===== src/rtl/ibex_data_sram_bridge.sv =====
// Bridges the LSU data port (req/gnt/rvalid) onto one single-port synchronous SRAM with
// optional grant wait states, out-of-range bus errors and a sticky first-error address log.
module ibex_data_sram_bridge #(
    parameter logic [31:0] ADDR_BASE   = 32'h0010_0000,
    parameter int unsigned MEM_WORDS   = 4096,
    parameter int unsigned WAIT_CYCLES = 0,
    localparam int unsigned AW         = $clog2(MEM_WORDS)
) (
    input  logic          clk,
    input  logic          rst_n,
    input  logic          data_req_i,
    input  logic [31:0]   data_addr_i,
    input  logic          data_we_i,
    input  logic [3:0]    data_be_i,
    input  logic [31:0]   data_wdata_i,
    output logic          data_gnt_o,
    output logic          data_rvalid_o,
    output logic          data_err_o,
    output logic [31:0]   data_rdata_o,
    output logic          sram_req_o,
    output logic          sram_we_o,
    output logic [AW-1:0] sram_addr_o,
    output logic [3:0]    sram_be_o,
    output logic [31:0]   sram_wdata_o,
    input  logic [31:0]   sram_rdata_i,
    output logic          err_valid_o,
    output logic [31:0]   err_addr_o,
    input  logic          err_clr_i
);

    localparam logic [31:0] WIN_BYTES = 32'(MEM_WORDS * 4);
    localparam logic [3:0]  WAIT_VAL  = 4'(WAIT_CYCLES);

    typedef enum logic {
        IDLE,
        RESP
    } state_e;

    state_e      state_q, state_d;
    logic [3:0]  wait_cnt;
    logic        we_q;
    logic        err_q;
    logic        err_valid_q;
    logic [31:0] err_addr_q;

    logic [31:0] offset;
    logic        in_range;
    logic        gnt;
    logic        access;

    // Subtracting the base first makes addresses below the window wrap high and fail the compare.
    assign offset   = data_addr_i - ADDR_BASE;
    assign in_range = offset < WIN_BYTES;
    assign gnt      = data_req_i && (wait_cnt == WAIT_VAL);
    assign access   = gnt && in_range;

    assign data_gnt_o   = gnt;
    assign data_err_o   = gnt && !in_range;
    assign sram_req_o   = access;
    assign sram_we_o    = access && data_we_i;
    assign sram_addr_o  = access ? offset[AW+1:2] : '0;
    assign sram_be_o    = access ? data_be_i : 4'h0;
    assign sram_wdata_o = access ? data_wdata_i : 32'h0;

    assign err_valid_o  = err_valid_q;
    assign err_addr_o   = err_addr_q;

    always_ff @(posedge clk or negedge rst_n) begin
        if (!rst_n) begin
            wait_cnt <= 4'h0;
        end else if (!data_req_i || gnt) begin
            wait_cnt <= 4'h0;
        end else begin
            wait_cnt <= wait_cnt + 4'h1;
        end
    end

    always_ff @(posedge clk or negedge rst_n) begin
        if (!rst_n) begin
            state_q <= IDLE;
            we_q    <= 1'b0;
            err_q   <= 1'b0;
        end else begin
            state_q <= state_d;
            if (gnt) begin
                we_q  <= data_we_i;
                err_q <= !in_range;
            end
        end
    end

    // A grant always yields exactly one rvalid the following cycle, so RESP is re-entered on
    // back-to-back grants and left otherwise.
    always_comb begin
        state_d       = IDLE;
        data_rvalid_o = 1'b0;
        data_rdata_o  = 32'h0;
        if (gnt) begin
            state_d = RESP;
        end
        if (state_q == RESP) begin
            data_rvalid_o = 1'b1;
            if (!we_q && !err_q) begin
                data_rdata_o = sram_rdata_i;
            end
        end
    end

    // Clear takes priority over a coincident new error, which is then not recorded.
    always_ff @(posedge clk or negedge rst_n) begin
        if (!rst_n) begin
            err_valid_q <= 1'b0;
            err_addr_q  <= 32'h0;
        end else if (err_clr_i) begin
            err_valid_q <= 1'b0;
            err_addr_q  <= 32'h0;
        end else if (data_err_o && !err_valid_q) begin
            err_valid_q <= 1'b1;
            err_addr_q  <= data_addr_i;
        end
    end

endmodule

===== config.mk =====
export PLATFORM = sky130hd
export DESIGN_NAME = ibex_data_sram_bridge
export DESIGN_NICKNAME = d
export VERILOG_FILES = /design/src/rtl/ibex_data_sram_bridge.sv
export SDC_FILE = /design/constraint.sdc
export NUM_CORES = 1
export LEC_CHECK = 0
export BUFFER_PORTS_ARGS = -buffer_cell sky130_fd_sc_hd__buf_2
export CAP_MARGIN = 20
export CORE_AREA = 4 4 85 87
export DETAILED_ROUTE_END_ITERATION = 7
export DIE_AREA = 0 0 89 91
export HOLD_SLACK_MARGIN = 0.08
export MAX_ROUTING_LAYER = met4
export PLACE_DENSITY_LB_ADDON = 0.3
export REMOVE_ABC_BUFFERS = 1
export SLEW_MARGIN = 40
export SYNTH_ARGS = -nofsm -noshare
export SYNTH_HDL_FRONTEND = slang
export SYNTH_SLANG_ARGS = --single-unit

===== constraint.sdc =====
create_clock -name clk -period 3.6 [get_ports clk]
set_clock_uncertainty 0.05 [all_clocks]
set_input_delay 0.18 -clock clk [delete_from_list [all_inputs] [get_ports clk]]
set_output_delay 0.18 -clock clk [all_outputs]
set_load 0.01 [all_outputs]

==> results of run 1 <==
==> cells by family after synthesis <==
| group | after synthesis | share of synthesized area |
|---|---|---|
| AO/OA/AOI/OAI | 53 | 0.191 |
| XOR/XNOR | 1 | 0.00370 |
| adder cells (fa/ha/maj) | 2 | 0.0106 |
| buffers and inverters | 24 | 0.0528 |
| flip-flops | 40 | 0.423 |
| multiplexers | 1 | 0.00423 |
| AND/OR/NAND/NOR | 123 | 0.315 |
==> sequential cells by signal, indices dropped and copies added (netlist names) <==
signal / cells
err_addr_o: 32
wait_cnt: 4
err_q: 1
err_valid_o: 1
state_q: 1
we_q: 1
==> cell usage in the layout, fill, tap and decap left out, types with 2 or more instances in the layout <==
cell type and n:
a21oi_1 2, and3_1 2, buf_2 221, o31a_1 13, a32o_1 17, buf_4 5
and2_1 81, dlygate4sd3_1 14, o211ai_1 2, ha_1 2, or3_1 2, clkbuf_1 2
o2111ai_1 2, nand2_1 6, nor2_1 18, inv_1 6, clkbuf_8 6, dfrtp_1 40
a31oi_1 13
==> routing by layer <==
metal	global-route usage	wire length [um]	part of all wire	vias up
met5	-	0	0	-
met4	0.0372	62	0.0067	0
met3	0.0561	948	0.10	6
met2	0.373	4770	0.52	125
met1	0.253	3440	0.37	1251
li1	-	-	-	1318
==> critical path, stage by stage <==
cell and delay (ns):
dlygate4sd3_1 0.55, buf_2 0.13, nor2_1 0.16, nand4_1 0.42, nor3_4 0.28, buf_4 0.34, and2_1 0.19, buf_2 0.14
==> stage by stage <==
stage          cells  setup WS, ns  cell area, um^2  hold WS, ns  power, uW
3_5_place_dp     528          1.26             3510        0.143        703
5_1_grt          551         0.742             3750       0.0843       1070
6_report         551         0.968             3750       0.0903       1010
2_1_floorplan    226          1.11             2260       -0.166        575
3_3_place_gp     528          1.27             3500        0.306        697
4_1_cts          550         0.965             3740       0.0838       1020
==> cell type report <==
cell class	instances	area share
Timing Repair Buffer	240	0.342
Multi-Input combinational cell	180	0.335
Sequential cell	40	0.267
Tap cell	77	0.0257
Clock buffer	8	0.0240
Inverter	6	0.00601
==> worst min-delay path by stage <==
stage,endpoint,slack [ns]
4_1_cts,err_addr_o[11],0.08
3_5_place_dp,err_addr_o[21],0.14
6_report,err_addr_o[11],0.09
2_1_floorplan,err_addr_o[0],-0.17
5_1_grt,err_addr_o[23],0.08
3_3_place_gp,state_q,0.31
==> where the power goes <==
| part | internal [uW] | switching (uW) |
|---|---|---|
| Sequential | 473 | 13.9 |
| Clock | 156 | 146 |
| Combinational | 108 | 111 |
| Total | 737 | 271 |
==> metrics.yaml, run 1 <==
final_layout:
  fin_util: 0.590
  drive_gt1_frac: 0.502
  fin_nets: 580
  fillers: 591
  regArea_um2: 1000
  areaGrowthSynthToFinish_pct: 58.4
  multiInputGateArea_um2: 1250
  diodes: 0
clock_tree:
  cts_resized: 0
  cts_hold_buf: 14
  tritoncts: "yes"
  cts_made_buffers: 5
  clk_pin_slew_ns: 0.07
  insertion_delay_ns: 0.28
  root_buffer: "clkbuf_8"
  h-tree-depth: 2
  clock_sinks: 40
  cts_buffer_depth: 2
  postCtsSetupBuffers: 0
routing:
  viasPerCell: 4.90
  wirelength_um: 9220
  remaining_drc_errors: 0
  num_vias: 2700
  first_pass_iters: 4
  post_drt_wl_per_cell_um: 16.7
  ant_nets: 0
  drtIter0Drc: 85
global_route:
  grt_first_pass_wirelength_um: 13400
  grt-ovfl-total: 0
  antenna_found_initial: 0
  grt_max_degree: 50
  grt_pass1_vias: 2560
  grt_use_total: 0.216
worst_hold_path:
  worstHoldStart: "data_addr_i[11]"
  min_path_type: "primary input to flip-flop"
  min_path_cells: 2
yosys:
  synth_warnings: 0
  synth_most_common_cell: "and2_1"
  synthCells: 244
  ys_seq_elements: 40
  synthTopCellsByArea: "dfrtp_1 (42%), and2_1 (21%), a32o_1 (7.2%)"
  synth_seq_area_share: 0.423
  yosysTopAreaCellShare: 0.423
  synth_top_cell_by_area: "dfrtp_1"
  netlist_top_cells_count: "and2_1 (81), dfrtp_1 (40), nor2_1 (19)"
  synth.cell_area_um2: 2370
  synthDistinctLibCells: 39
  synth_ff_type: "dfrtp_1"
  synthArstFlopShare: 1.00
  synth_edf_count: 0
  syn_avg_cell_area_um2: 9.70
run_status:
  status: "finished, final reports clean"
setup_path:
  cp_data_required_time_ns: 3.37
  rr_worst_depth: 8
  reg2reg_to: "err_addr_o[13]"
  arrival_ns: 2.40
  r2r-start: "wait_cnt[0]"
  critPathMaxFanout: 49
  startpoint: "data_addr_i[16]"
  crit_type: "primary input to primary output"
  rrSetupSlack_ns: 1.41
  start_kind: "primary input"
  endpoint_kind: "primary output"
  critPathCapture: "sram_wdata_o[29]"
run:
  maxCapViolCount: 0
placed_design:
  portBuffers: 222
  dpl.hpwl_um: 7040
  gp_congestion: 0.771
timing:
  finalHoldViolations: 0
  drv_slew: 0
  tns_ns: 0
  worstMarginPinSlew_ns: 0.697
  rsz0062_at_grt: "no"
  finalSetupViolCount: 0
  period_share: 0.731
  max_freq_ghz: 0.380
  slew_headroom: 0.535
  min_period_ns: 2.63
die:
  fp.dieW_um: 89
  die_h_um: 91
  core-area_um2: 6350
  rows: 29
  fp.dieArea_um2: 8100
  start_util: 0.373
  ios: 223
power:
  power_density_nw_per_um2: 269
  vdd_drop_max_mv: 0.189
  total_leakage_power_uw: 0.00218
Note: power is estimated with default switching activity, not from simulation.
==> inputs of run 2 (changes only) <==
--- a/config.mk
+++ b/config.mk
@@ -7,9 +7,9 @@
 export LEC_CHECK = 0
 export BUFFER_PORTS_ARGS = -buffer_cell sky130_fd_sc_hd__buf_2
 export CAP_MARGIN = 20
-export CORE_AREA = 4 4 85 87
+export CORE_MARGIN = 4
+export CORE_UTILIZATION = 37
 export DETAILED_ROUTE_END_ITERATION = 7
-export DIE_AREA = 0 0 89 91
 export HOLD_SLACK_MARGIN = 0.08
 export MAX_ROUTING_LAYER = met4
 export PLACE_DENSITY_LB_ADDON = 0.3
==> constraint.sdc (replaced) <==
create_clock -name clk -period 2.5 [get_ports clk]
set_clock_uncertainty 0.05 [all_clocks]
set_input_delay 0.125 -clock clk [delete_from_list [all_inputs] [get_ports clk]]
set_output_delay 0.125 -clock clk [all_outputs]
set_load 0.01 [all_outputs]
==> metrics.yaml, run 2 (same netlist as run 1, synthesis figures left out) <==
die:
  die_h_um: 88.0  # was 91 um
  core-area_um2: 6060  # was 6350 um^2
  fp.dieW_um: 88.0  # was 89 um
  start_util: 0.391  # was 0.373
  ios: 223  # unchanged
  rows: 28  # was 29
  fp.dieArea_um2: 7740  # was 8100 um^2
final_layout:
  final_cells: 569  # was 551
  fin_nets: 601  # was 580
  final_common_cell: "buf_2"  # unchanged
  diodes: 0  # unchanged
  final_cell_mix: "buf_2 (221), and2_1 (81), dfrtp_1 (40)"  # unchanged
  drive_gt1_frac: 0.488  # was 0.502
  areaGrowthSynthToFinish_pct: 66.3  # was 58.4%
  largest_register_ffs: 32  # unchanged
placed_design:
  dp.cells: 530  # was 528
  pre_cts_ws_ns: 0.348  # was 1.26 ns
  portBuffers: 222  # unchanged
  dpl.hpwl_um: 7080  # was 7040 um
  gp_congestion: 0.935  # was 0.771
setup_path:
  path_cells: "dlygate4sd3_1 -> buf_2 -> nor4_2 -> nand4_1 -> nor3_4 -> buf_6 -> and2_1 -> buf_2"  # was dlygate4sd3_1 -> buf_2 -> nor2_1 -> nand4_1 -> nor3_4 -> buf_4 -> and2_1 -> buf_2
  crit_type: "primary input to primary output"  # unchanged
  endpoint_kind: "primary output"  # unchanged
  critPathMaxFanout: 49  # unchanged
  cp_data_required_time_ns: 2.33  # was 3.37 ns
  start_kind: "primary input"  # unchanged
  slowest_delay_ns: 0.52  # was 0.55 ns
  crit_family: "buffers and inverters"  # unchanged
  rrSetupSlack_ns: 0.49  # was 1.41 ns
  arrival_ns: 2.05  # was 2.40 ns
  cpMostUsedCell: "buf_2"  # unchanged
  critPathSlowestCell: "dlygate4sd3_1"  # unchanged
  cp_num_buf_inv: 4  # unchanged
global_route:
  grt_pass1_vias: 2683  # was 2,560
  grt_max_degree: 50  # unchanged
  antenna_found_initial: 0  # unchanged
  grt_use_total: 0.236  # was 0.216
  grt_first_pass_wirelength_um: 13800  # was 13,400 um
  grt-ovfl-total: 0  # unchanged
timing:
  fin_hold_ws_ns: 0.101  # was 0.0903 ns
  min_period_ns: 2.22
  slew_headroom: 0.552  # was 0.535
  finalSetupViolCount: 0  # unchanged
  fin_ws_ns: 0.279  # was 0.968 ns
  period_share: 0.889
  tns_ns: 0  # unchanged
  drv_slew: 0  # unchanged
  max_freq_ghz: 0.450
  worstMarginPinSlew_ns: 0.671  # was 0.697 ns
  rsz0062_at_grt: "no"  # unchanged
  finalHoldViolations: 0  # unchanged
power:
  total_leakage_power_uw: 0.00226  # was 0.00218 uW
  power_frac_comb: 0.236  # was 0.217
  p_sw_uw: 407  # was 271 uW
  p_int_uw: 1050  # was 737 uW
  vdd_drop_max_mv: 0.308  # was 0.189 mV
  p_clk_frac: 0.282  # was 0.300
  power_density_nw_per_um2: 369  # was 269 nW/um^2
  power_uw: 1450  # was 1010 uW
  swShare: 0.280  # was 0.269
  pwr-share-seq: 0.483  # about the same
clock_tree:
  root_buffer: "clkbuf_8"  # unchanged
  clk_pin_slew_ns: 0.07  # about the same
  tritoncts: "yes"  # unchanged
  h-tree-depth: 2  # unchanged
  insertion_delay_ns: 0.29  # was 0.28 ns
  clock_sinks: 40  # unchanged
  cts_made_buffers: 5  # unchanged
  cts_buffer_depth: 2  # unchanged
routing:
  first_pass_iters: 4  # unchanged
  wirelength_um: 9340  # was 9220 um
  drtIter0Drc: 119  # was 85
  post_drt_wl_per_cell_um: 16.4  # was 16.7 um
  viasPerCell: 4.89  # was 4.90
  ant_nets: 0  # unchanged
  num_vias: 2785  # was 2,700
  remaining_drc_errors: 0  # unchanged
worst_hold_path:
  min_path_type: "primary input to flip-flop"  # unchanged
run_status:
  status: "finished, final reports clean"  # unchanged
run:
  maxCapViolCount: 0  # unchanged
==> run 2: path summary, 6_finish.rpt <==
path                                      start                to  depth (start not counted)
worst max-delay path            data_addr_i[30]  sram_wdata_o[30]                          8
worst min-delay path                 data_req_i       wait_cnt[2]                          2
worst max register to register      wait_cnt[0]     err_addr_o[4]                          6
worst min register to register             we_q              we_q                          2
max in group asynchronous                 rst_n       wait_cnt[0]                          2
min in group asynchronous                 rst_n    err_addr_o[31]                          2
==> run 2: metal layers <==
layer  share of wire  track usage  wire length, um  vias to the layer above
met5               0            -                0                        -
met4           0.013       0.0544              124                        0
met3           0.087       0.0470              808                       12
met2            0.52        0.408             4880                      119
met1            0.38        0.284             3530                     1296
li1                -            -                -                     1358
==> run 2: power by group through the flow <==
stage | Clock [uW] | Sequential (uW) | Combinational [uW]
after floorplan | 0 | 727 | 100
after global routing | 452 | 706 | 377
after global placement | 0 | 711 | 298
final | 409 | 701 | 342
after detailed placement | 0 | 713 | 302
after CTS | 420 | 700 | 342
==> run 2: final cells by class <==
class / instances / area, um^2
sequential: 40 / 1000
fill: 554 / 2120
clock buffer: 6 / 72.6
inverter: 6 / 22.5
clock inverter: 1 / 5.00
timing repair buffer: 261 / 1490
tap: 75 / 93.8
multi-input combinational: 180 / 1250
==> run 2: timing repair <==
action                                  in CTS  in global routing
endpoints found under the hold margin       71                  0
endpoints found under the setup margin       0                 48
buffers inserted                             0                  0
resized for setup                            0                  2
hold buffers                                32                  0
==> run 2: stage by stage <==
stage	instance area, um^2	util
2_1_floorplan	2260	-
3_3_place_gp	3530	0.582
3_5_place_dp	3530	0.582
4_1_cts	3930	0.648
5_1_grt	3940	0.650
6_report	3940	0.650
